==> config.mk <==
export PLATFORM = sky130hd
export DESIGN_NAME = prog_clock_divider
export DESIGN_NICKNAME = d
export VERILOG_FILES = /design/src/rtl/prog_clkdiv_pkg.sv /design/src/rtl/clk_div_channel.sv /design/src/rtl/prog_clock_divider.sv
export SDC_FILE = /design/constraint.sdc
export NUM_CORES = 1
export LEC_CHECK = 0
export CELL_PAD_IN_SITES_DETAIL_PLACEMENT = 2
export CELL_PAD_IN_SITES_GLOBAL_PLACEMENT = 2
export CORE_AREA = 2 2 143 145
export CTS_BUF_LIST = sky130_fd_sc_hd__clkbuf_8
export DETAILED_ROUTE_END_ITERATION = 8
export DIE_AREA = 0 0 145 147
export PLACE_DENSITY = 0.85
export RECOVER_POWER = 100
export SLEW_MARGIN = 20
export SYNTH_ARGS = -nofsm -noshare
export SYNTH_HDL_FRONTEND = slang
export SYNTH_SLANG_ARGS = --single-unit
==> constraint.sdc <==
create_clock -name clock -period 5.1 [get_ports clock]
set_input_delay 1.02 -clock clock [delete_from_list [all_inputs] [get_ports clock]]
set_output_delay 1.02 -clock clock [all_outputs]
set_load 0.01 [all_outputs]
==> src/rtl/prog_clkdiv_pkg.sv <==
// Shared types and defaults for the programmable clock divider.
package prog_clkdiv_pkg;

    localparam int unsigned CNT_W_DEF = 8;

    // Per-channel lifecycle: stopped, toggling, or finishing a high phase before stopping.
    typedef enum logic [1:0] {
        IDLE     = 2'd0,
        RUN      = 2'd1,
        STOPPING = 2'd2
    } ch_state_t;

endpackage

==> src/rtl/clk_div_channel.sv <==
// One divided-clock channel: half-period counter, pending divisor and glitch-free stop.
module clk_div_channel
    import prog_clkdiv_pkg::*;
#(
    parameter int unsigned CNT_W        = CNT_W_DEF,
    parameter int unsigned DEFAULT_HALF = 1
) (
    input  logic             clock,
    input  logic             reset,
    input  logic             en,
    input  logic             sync_align,
    input  logic             cfg_wr,
    input  logic [CNT_W-1:0] cfg_half,
    output logic             clk_out,
    output logic             active
);

    ch_state_t        state;
    logic [CNT_W-1:0] cnt;
    logic             lvl;
    logic [CNT_W-1:0] cur_h;
    logic [CNT_W-1:0] pend_h;
    logic             pend_v;

    logic [CNT_W-1:0] eff_h;
    logic [CNT_W-1:0] eff_h_m1;
    logic [CNT_W-1:0] cur_h_m1;
    logic [CNT_W-1:0] cnt_m1;

    // Half-period that takes effect at the next apply point.
    assign eff_h    = pend_v ? pend_h : cur_h;
    assign eff_h_m1 = eff_h - CNT_W'(1);
    assign cur_h_m1 = cur_h - CNT_W'(1);
    assign cnt_m1   = cnt - CNT_W'(1);

    assign active = (state != IDLE);

    // Channel state machine, counter, pending divisor and output flop.
    always_ff @(posedge clock) begin
        if (reset) begin
            state   <= IDLE;
            cnt     <= '0;
            lvl     <= 1'b0;
            cur_h   <= CNT_W'(DEFAULT_HALF);
            pend_h  <= '0;
            pend_v  <= 1'b0;
            clk_out <= 1'b0;
        end else begin
            clk_out <= lvl;
            case (state)
                IDLE: begin
                    cur_h  <= eff_h;
                    pend_v <= 1'b0;
                    lvl    <= 1'b0;
                    if (en && (eff_h != '0)) begin
                        state <= RUN;
                        lvl   <= 1'b1;
                        cnt   <= eff_h_m1;
                    end
                end
                RUN: begin
                    if (!en) begin
                        // Low phase may stop at once; high phase must complete first.
                        if (!lvl) begin
                            state <= IDLE;
                        end else if (cnt == '0) begin
                            lvl   <= 1'b0;
                            state <= IDLE;
                        end else begin
                            cnt   <= cnt_m1;
                            state <= STOPPING;
                        end
                    end else if (sync_align || ((cnt == '0) && !lvl)) begin
                        // Period restart: alignment request or natural boundary.
                        cur_h  <= eff_h;
                        pend_v <= 1'b0;
                        if (eff_h == '0) begin
                            state <= IDLE;
                            lvl   <= 1'b0;
                        end else begin
                            lvl <= 1'b1;
                            cnt <= eff_h_m1;
                        end
                    end else if (cnt != '0) begin
                        cnt <= cnt_m1;
                    end else begin
                        lvl <= 1'b0;
                        cnt <= cur_h_m1;
                    end
                end
                STOPPING: begin
                    if (cnt != '0) begin
                        cnt <= cnt_m1;
                        if (en) begin
                            state <= RUN;
                        end
                    end else begin
                        lvl <= 1'b0;
                        if (en) begin
                            cnt   <= cur_h_m1;
                            state <= RUN;
                        end else begin
                            state <= IDLE;
                        end
                    end
                end
                default: begin
                    state <= IDLE;
                    lvl   <= 1'b0;
                end
            endcase
            // A write always lands in the pending slot, even on an apply edge.
            if (cfg_wr) begin
                pend_h <= cfg_half;
                pend_v <= 1'b1;
            end
        end
    end

endmodule

==> src/rtl/prog_clock_divider.sv <==
// Multi-channel runtime-programmable clock divider with config port and phase alignment.
module prog_clock_divider
    import prog_clkdiv_pkg::*;
#(
    parameter int unsigned NUM_CH       = 4,
    parameter int unsigned CNT_W        = CNT_W_DEF,
    parameter int unsigned DEFAULT_HALF = 1,
    localparam int unsigned CH_W        = (NUM_CH > 1) ? $clog2(NUM_CH) : 1
) (
    input  logic              clock,
    input  logic              reset,
    input  logic              enable_all,
    input  logic [NUM_CH-1:0] enable_ch,
    input  logic              cfg_we,
    input  logic [CH_W-1:0]   cfg_ch,
    input  logic [CNT_W-1:0]  cfg_half,
    input  logic              sync_align,
    output logic [NUM_CH-1:0] clk_out,
    output logic [NUM_CH-1:0] active
);

    // Per-channel write decode and enable fan-out; out-of-range cfg_ch matches no channel.
    for (genvar i = 0; i < NUM_CH; i++) begin : g_ch
        logic wr;
        logic en;

        assign wr = cfg_we && (cfg_ch == CH_W'(i));
        assign en = enable_all | enable_ch[i];

        clk_div_channel #(
            .CNT_W        (CNT_W),
            .DEFAULT_HALF (DEFAULT_HALF)
        ) u_ch (
            .clock      (clock),
            .reset      (reset),
            .en         (en),
            .sync_align (sync_align),
            .cfg_wr     (wr),
            .cfg_half   (cfg_half),
            .clk_out    (clk_out[i]),
            .active     (active[i])
        );
    end

endmodule

Word level (Yosys, flattened, before mapping):

Cells that the tools add are included.

* register bits: 116
* word-level logic and storage cells: 320
* input bits: 19
* output and inout port bits: 8

* eq/ne operators: 59
* reduce and logical (&&, ||, !) cells: 73
* bitwise gates (word level): 4
* muxes and demuxes: 144
* $add $sub $neg: 12

Operator list (number)
* two-way mux 8 bit: 48
* case mux 8 bit (3 select lines): 4
* subtractor 8 x 1 -> 8 bit, second input constant: 12
* logical NOT 8 bit: 8
* two-way mux 2 bit: 32
* case mux 8 bit (2 select lines): 4
* nonzero test 8 bit: 8
* != test 3 x 1 -> 1 bit, second input constant: 16
* two-way mux 1 bit: 44
* != test 2 x 1 -> 1 bit, second input constant: 12
* != test 3 x 2 -> 1 bit, second input constant: 8
* != test 3 bit, second input constant: 8
* case mux 2 bit (3 select lines): 4
* AND reduction 3 bit: 8
* AND reduction 6 bit: 4
* nonzero test 3 bit: 8
* != test 4 bit, second input constant: 4
* AND reduction 4 bit: 4
* nonzero test 2 bit: 8
* == test 2 bit, second input constant: 6
* logical AND 1 bit: 12
* case mux 1 bit (3 select lines): 4
* == test 2 x 1 -> 1 bit, second input constant: 5
* logical NOT 2 bit: 5
* other kinds (4): 16

Depth between registers and ports, before layout:

* depth after elaboration: 7
* mapped depth: 13
* gate-level depth less buffers: 9

Modules after synthesis:

Synthesis repeated with hierarchy kept, for this count alone.

* cells, all modules: 1156
* area, all modules: 9038.7 µm²

Modules (own cells, without submodules)
* clk_div_channel (g_ch[1].u_ch): cells an instance 284, instances 1, area each 2297.2 µm², sequential area each 580.6 µm²
* clk_div_channel (g_ch[2].u_ch): cells an instance 279, instances 1, area each 2253.4 µm², sequential area each 580.6 µm²
* clk_div_channel (g_ch[0].u_ch): cells an instance 295, instances 1, area each 2227.1 µm², sequential area each 580.6 µm²
* clk_div_channel (g_ch[3].u_ch): cells an instance 290, instances 1, area each 2198.4 µm², sequential area each 580.6 µm²
* prog_clock_divider: cells an instance 8, instances 1, area each 62.6 µm², sequential area each 0.0 µm²

Least setup slack after synthesis:

Ideal clock, no wire load.

* kind: register to register
* from: register g_ch[0].u_ch.pend_v
* to: register g_ch[0].u_ch.cnt[7]
* data required time: 4972 ps
* arrival: 2888 ps
* slack: 2084 ps
* path buffers: 3
* clock period less this slack: 3016 ps
* stages on the path, launching flop included: 13
* library setup time: 128 ps
* cell sequence: dfxtp_1 > clkbuf_1 > clkbuf_1 > clkbuf_1 > nand2_1 > o21ai_0 > inv_1 > ha_1 > o21ai_0 > o22ai_1 > a221oi_1 > o31a_1 > a31oi_1

* word-level cells in the longest chain between the ends: 6
* elaborated cells between the ends (all ways): 13

RTL lines
* start: declaration: RTL line clk_div_channel.sv:23 `logic pend_v;`
* start signal: assignment: RTL line clk_div_channel.sv:46 `pend_v <= 1'b0;`
* start signal: assignment: RTL line clk_div_channel.sv:53 `pend_v <= 1'b0;`
* start signal: assignment: RTL line clk_div_channel.sv:76 `pend_v <= 1'b0;`
* two-way mux 8 bit (*): RTL line clk_div_channel.sv:31 `assign eff_h = pend_v ? pend_h : cur_h;`
* subtractor 8 x 1 -> 8 bit: RTL line clk_div_channel.sv:32 `assign eff_h_m1 = eff_h - CNT_W'(1);`
* two-way mux 8 bit: RTL line clk_div_channel.sv:77 `if (eff_h == '0) begin`
* two-way mux 8 bit: RTL line clk_div_channel.sv:73 `end else if (sync_align || ((cnt == '0) && !lvl)) begin`
* two-way mux 8 bit: RTL line clk_div_channel.sv:62 `if (!en) begin`
* case mux 8 bit (3 select lines): RTL line clk_div_channel.sv:50 `case (state)`
* end signal: assignment: RTL line clk_div_channel.sv:58 `cnt <= eff_h_m1;`
* end signal: assignment: RTL line clk_div_channel.sv:70 `cnt <= cnt_m1;`
* end signal: assignment: RTL line clk_div_channel.sv:82 `cnt <= eff_h_m1;`
* end: declaration: RTL line clk_div_channel.sv:19 `logic [CNT_W-1:0] cnt;`

Every way passes the cells marked *; elsewhere a longest branch is shown, timed or not. The select of a mux whose other input is x is not followed.
A chain may end at the register's enable or synchronous reset.

Worst setup path in the final report:

* from: input port enable_all
* to: register g_ch[3].u_ch.cur_h[2]

* word-level cells in the longest chain between the ends: 3

RTL lines
* start: declaration: RTL line prog_clock_divider.sv:12 `input logic enable_all,`
* OR 1 bit: RTL line prog_clock_divider.sv:28 `assign en = enable_all | enable_ch[i];`
* != test 2 x 1 -> 1 bit (no source line)
* AND reduction 3 bit (no source line)
* end signal: assignment: RTL line clk_div_channel.sv:44 `cur_h <= CNT_W'(DEFAULT_HALF);`
* end signal: assignment: RTL line clk_div_channel.sv:52 `cur_h <= eff_h;`
* end signal: assignment: RTL line clk_div_channel.sv:75 `cur_h <= eff_h;`
* end: declaration: RTL line clk_div_channel.sv:21 `logic [CNT_W-1:0] cur_h;`

No other way between the ends.

==> impl_summary.md <==
Clocking
The number of gates resized after CTS was 0. The CTS clock-pin slew for the worst setup and hold paths is roughly 0.070 ns. The total of hold buffers inserted after clock tree synthesis is 0. The clock tree synthesis step divided the H-tree into 4 levels. In this run the deepest clock path goes through 2 buffers. In this run the post-CTS setup repair buffer count came out at 0. The clock tree root driver cell is sky130_fd_sc_hd__clkbuf_8. For the worst-skew pair, the clock arrives at the later sink with an insertion delay of 0.47 ns. The number of clock sinks is 116. The total clock buffers created by CTS is 17.

TritonCTS built the clock tree.

Run status
The flow ran to the end, but the final reports show violations. The final reports fail on max-capacitance violations, max-slew violations.

Place
Summing all placed instances gives a cell area of 0.00834 mm2. Once detailed placement completed, the half-perimeter wirelength came to ~19000 um. The number of buffers inserted by port buffering is 26.

The routability congestion estimate from global placement is between 0.8 and 0.9.

Setup path
The setup path with the least slack is of type in2reg. The slowest stage of the critical path belongs to the cell sky130_fd_sc_hd__o22ai_1. The signal arrival time at the worst endpoint is 4.15 ns. STA puts the critical path data required time at 5.36 ns.

In this run the critical register-to-register path is launched from g_ch[0].u_ch.pend_v$_SDFFE_PP0P_. The cell that appears most often on the critical path is sky130_fd_sc_hd__nand2_1. The critical path goes through dlygate4sd3_1, clkbuf_1, o21ai_0, o22ai_1, nand2_1, nand2_1, a21oi_1.

The delay contributed by the slowest stage of the critical path is between 0.8 and 0.9 ns. The endpoint type of the worst setup path is a flop. The maximum net fanout on the critical path is 12.

In this run the critical register-to-register path is captured at g_ch[0].u_ch.cnt[4]$_SDFFE_PP0P_. The worst setup path is launched from an input pin. The internal reg-to-reg setup slack is 1.61 ns. The buffering stage count on the worst path with inverters included is 2. The path depth of the worst reg2reg path is 9. On the critical path the largest part of the delay comes from compound AO/OA/AOI/OAI gates.

Pwr
The sequential share of power is 0.317. The internal portion of the total power is around 2.2 mW. Of the total power, the share spent switching nets is 0.416. The cell area power density is 428 mW/mm2.

The worst-case vdd ir drop is 0.169 mV. The share of total power dissipated in combinational logic is 0.414. In this run the static leakage power is 3.12 nW. The switching power is roughly 1.6 mW.

Total power for the finished layout comes to 3.75 mW. The clock network fraction of total power is 0.269.

STA
Setup repair after global routing left no endpoint under its margin. The final count of hold timing violations is 0. The worst pin sits at a relative slew slack of -0.224. For the final routed database, the setup TNS stands at 0 ns.

The period utilization is 0.763. Setup violations remaining at the end of the flow were counted as 0. The post-layout minimum cycle time is 3.89 ns.

The achievable frequency is 0.257 GHz. The number of pins with negative max-slew slack in the final report is 87. On the final layout, the worst clock skew is 0.0162 ns.

The slew at the pin with the worst max-slew slack is 1.84 ns.

Logic synthesis
The number of warnings reported in the yosys synthesis log is 0. Of the post-synthesis cell area, the part taken by muxes is 0.0506. After technology mapping, the gate count stands at 1049. The number of enable-type register cells in the synthesized netlist is 0. The fraction of registers with async set/reset is 0.

The dominant combinational cell family by area after synthesis is compound AO/OA/AOI/OAI gates. The number of nets produced by synthesis is between 1000 and 1500. The synthesized cell area is 0.00794 mm2.

Among all flip-flop cells after synthesis, the most frequent one is sky130_fd_sc_hd__dfxtp_1. Of the total synthesized cell area, the portion taken by full adders, half adders and majority gates is 0.0630. The register area share after synthesis is 0.292. Yosys attributes the largest share of cell area to sky130_fd_sc_hd__dfxtp_1 (29%), sky130_fd_sc_hd__ha_1 (6.3%), sky130_fd_sc_hd__nand2_1 (5.6%). In this run, distinct cell masters in the synthesized netlist total 66. Of the total synthesized cell area, the portion taken by AND, OR, NAND and NOR gates is 0.229.

The post-synthesis register bit count is 116. sky130_fd_sc_hd__dfxtp_1 takes more of the synthesized area than any other cell. The mean area per synthesized cell is 7.57 um2.

The share of synthesized area in the top cell type comes to 0.292. The post-synthesis share of cell area spent on xor and xnor gates is 0.0618. The compound-cell area share of the yosys netlist is 0.245.

Floorplan
In this run the core area contains 52 standard-cell rows. The I/O pin count is 27. The floorplan die area is 0.0213 mm2.

The standard cell core area is 0.0198 mm2. Measured along the x axis, the die boundary spans ~150 um. From bottom edge to top edge, the die measures 147 um.

For this configuration, the core starts out at a cell density of 0.400.

GRT
The number of antenna violations at the first check in global routing came to 0. The via count of the first global-routing pass is 8390. For this run, the total global-route usage over all layers was measured as 0.261.

The first global-routing pass estimated 45500 um of wire. Entering global routing, the biggest net connects 87 pins. The leftover overflow at the end of global routing is 0.

Min path
The worst hold-check path type is reg2reg. The startpoint identified for the worst hold timing path is g_ch[2].u_ch.pend_h[1]$_SDFFE_PP0P_. The sink of the worst hold path is g_ch[2].u_ch.pend_h[1]$_SDFFE_PP0P_. The worst hold path cell count is 2.

Flow run
Across the run, the number of max-cap violations was 1.

Detailed routing
The via-per-instance ratio is between 5 and 6. The routed wirelength normalized by instance count is 20.7 um. The initial DRC count is 309. The total via count in the routed design is a little under 8000. The remaining routing DRC violations is 0.

The remaining number of nets flagged by the antenna check after routing is 0. For this run, the detailed router's first-pass iteration total came to 4. The final wirelength is 27400 um.

Cells and area
0 antenna diodes ended up in the layout. The library cells used most frequently in the layout, excluding fill and tap cells, are sky130_fd_sc_hd__nand2_1 (119), sky130_fd_sc_hd__dfxtp_1 (116), sky130_fd_sc_hd__a21oi_1 (84). The fraction of final layout cells sized beyond drive strength 1 is 0.0446. The most common cell after layout, fill and taps aside is sky130_fd_sc_hd__nand2_1. The final-layout fill cell count is 2348. The design area is a little under 0.009 mm2. For this run, the share of the core covered by cells in the final layout is 0.441. The synthesis-to-layout area growth is 10.3%. The final layout contains 1099 nets.
## worst max-delay path by stage
stage                                                    end                        startpoint  slack [ns]  cells after the start
after floorplan             g_ch[0].u_ch.cnt[7]$_SDFFE_PP0P_  g_ch[0].u_ch.pend_v$_SDFFE_PP0P_        2.08                     12
after global routing      g_ch[3].u_ch.cur_h[2]$_SDFFE_PP0P_                        enable_all        1.00                      7
after CTS                   g_ch[0].u_ch.cnt[7]$_SDFFE_PP0P_  g_ch[0].u_ch.pend_v$_SDFFE_PP0P_        1.70                      9
after detailed placement    g_ch[1].u_ch.cnt[5]$_SDFFE_PP0P_                        enable_all        1.33                      8
final                     g_ch[3].u_ch.cur_h[2]$_SDFFE_PP0P_                        enable_all        1.21                      7
after global placement      g_ch[1].u_ch.cnt[5]$_SDFFE_PP0P_                        enable_all        1.40                      8
## state kept, by name (all words and copies together), names as in the netlist
signal             flops
g_ch.u_ch.cnt         32
g_ch.u_ch.cur_h       32
g_ch.u_ch.pend_h      32
g_ch.u_ch.state        8
g_ch.u_ch.clk_out      4
g_ch.u_ch.lvl          4
g_ch.u_ch.pend_v       4
## tightest hold or removal path, delay by kind of cell (launching register included)
family	cells	cell delay (ns)
simple gates	1	0.06
compound gates	1	0.05
flops	1	0.32
## power by group through the flow
| stage | Sequential [mW] | Clock, mW | Combinational [mW] |
|---|---|---|---|
| after CTS | 1.19 | 1.03 | 1.57 |
| after floorplan | 1.14 | 0 | 1.16 |
| after global placement | 1.20 | 0 | 1.48 |
| after detailed placement | 1.21 | 0 | 1.54 |
| final | 1.19 | 1.01 | 1.55 |
| after global routing | 1.21 | 1.06 | 1.73 |
## kinds of logic after synthesis
kind of cell | after synthesis
AOI/OAI and AO/OA | 310
xor gates and xnor gates | 56
adders and majority gates | 40
DFF | 116
buffers and inverters | 114
and+or+nand+nor | 373
muxes | 40
## stage by stage
step	hold WS (ns)	std cells	setup WS, ns
5_1_grt	0.518	1323	1.00
6_report	0.487	1323	1.21
4_1_cts	0.495	1323	1.70
2_1_floorplan	0.436	1049	2.08
3_5_place_dp	0.484	1291	1.33
3_3_place_gp	0.463	1291	1.40
## layout make-up
cell class	count	area, um2	share of cell area
multi-input combinational	819	5150	0.588
sequential	116	2320	0.265
tap	270	338	0.0386
timing repair buffer	39	327	0.0373
clock buffer	19	262	0.0298
clock inverter	13	189	0.0216
inverter	47	176	0.0201
## synth_stat cells, types with 3 or more instances
cell / instances
sky130_fd_sc_hd__a211oi_1: 20
sky130_fd_sc_hd__a21boi_0: 3
sky130_fd_sc_hd__a21oi_1: 84
sky130_fd_sc_hd__a221oi_1: 5
sky130_fd_sc_hd__a22oi_1: 8
sky130_fd_sc_hd__a31oi_1: 17
sky130_fd_sc_hd__a32oi_1: 3
sky130_fd_sc_hd__and2_1: 4
sky130_fd_sc_hd__and3_1: 3
sky130_fd_sc_hd__buf_1: 5
sky130_fd_sc_hd__buf_4: 8
sky130_fd_sc_hd__clkbuf_1: 52
sky130_fd_sc_hd__dfxtp_1: 116
sky130_fd_sc_hd__ha_1: 40
sky130_fd_sc_hd__inv_1: 47
sky130_fd_sc_hd__mux2i_1: 39
sky130_fd_sc_hd__nand2_1: 119
sky130_fd_sc_hd__nand2b_1: 5
sky130_fd_sc_hd__nand3_1: 36
sky130_fd_sc_hd__nor2_1: 82
sky130_fd_sc_hd__nor2b_1: 5
sky130_fd_sc_hd__nor3_1: 46
sky130_fd_sc_hd__nor3b_1: 25
sky130_fd_sc_hd__nor4_1: 8
sky130_fd_sc_hd__nor4b_1: 6
sky130_fd_sc_hd__o211ai_1: 5
sky130_fd_sc_hd__o21a_1: 7
sky130_fd_sc_hd__o21ai_0: 75
sky130_fd_sc_hd__o21ai_1: 7
sky130_fd_sc_hd__o21bai_1: 4
sky130_fd_sc_hd__o221ai_1: 3
sky130_fd_sc_hd__o22a_1: 3
sky130_fd_sc_hd__o22ai_1: 32
sky130_fd_sc_hd__o311a_1: 3
sky130_fd_sc_hd__o31a_1: 4
sky130_fd_sc_hd__o31ai_1: 4
sky130_fd_sc_hd__o32ai_1: 4
sky130_fd_sc_hd__or3_1: 16
sky130_fd_sc_hd__or3b_2: 3
sky130_fd_sc_hd__or4_1: 8
sky130_fd_sc_hd__xnor2_1: 35
sky130_fd_sc_hd__xor2_1: 21
## layer usage
layer / global-route usage / vias up / wire length, um
li1: - / 3766 / -
met1: 0.334 / 3937 / 12800
met2: 0.463 / 99 / 13600
met3: 0.0342 / 38 / 538
met4: 0.0757 / 0 / 469
met5: 0 / - / 0
(Power assumes the default switching activity.)
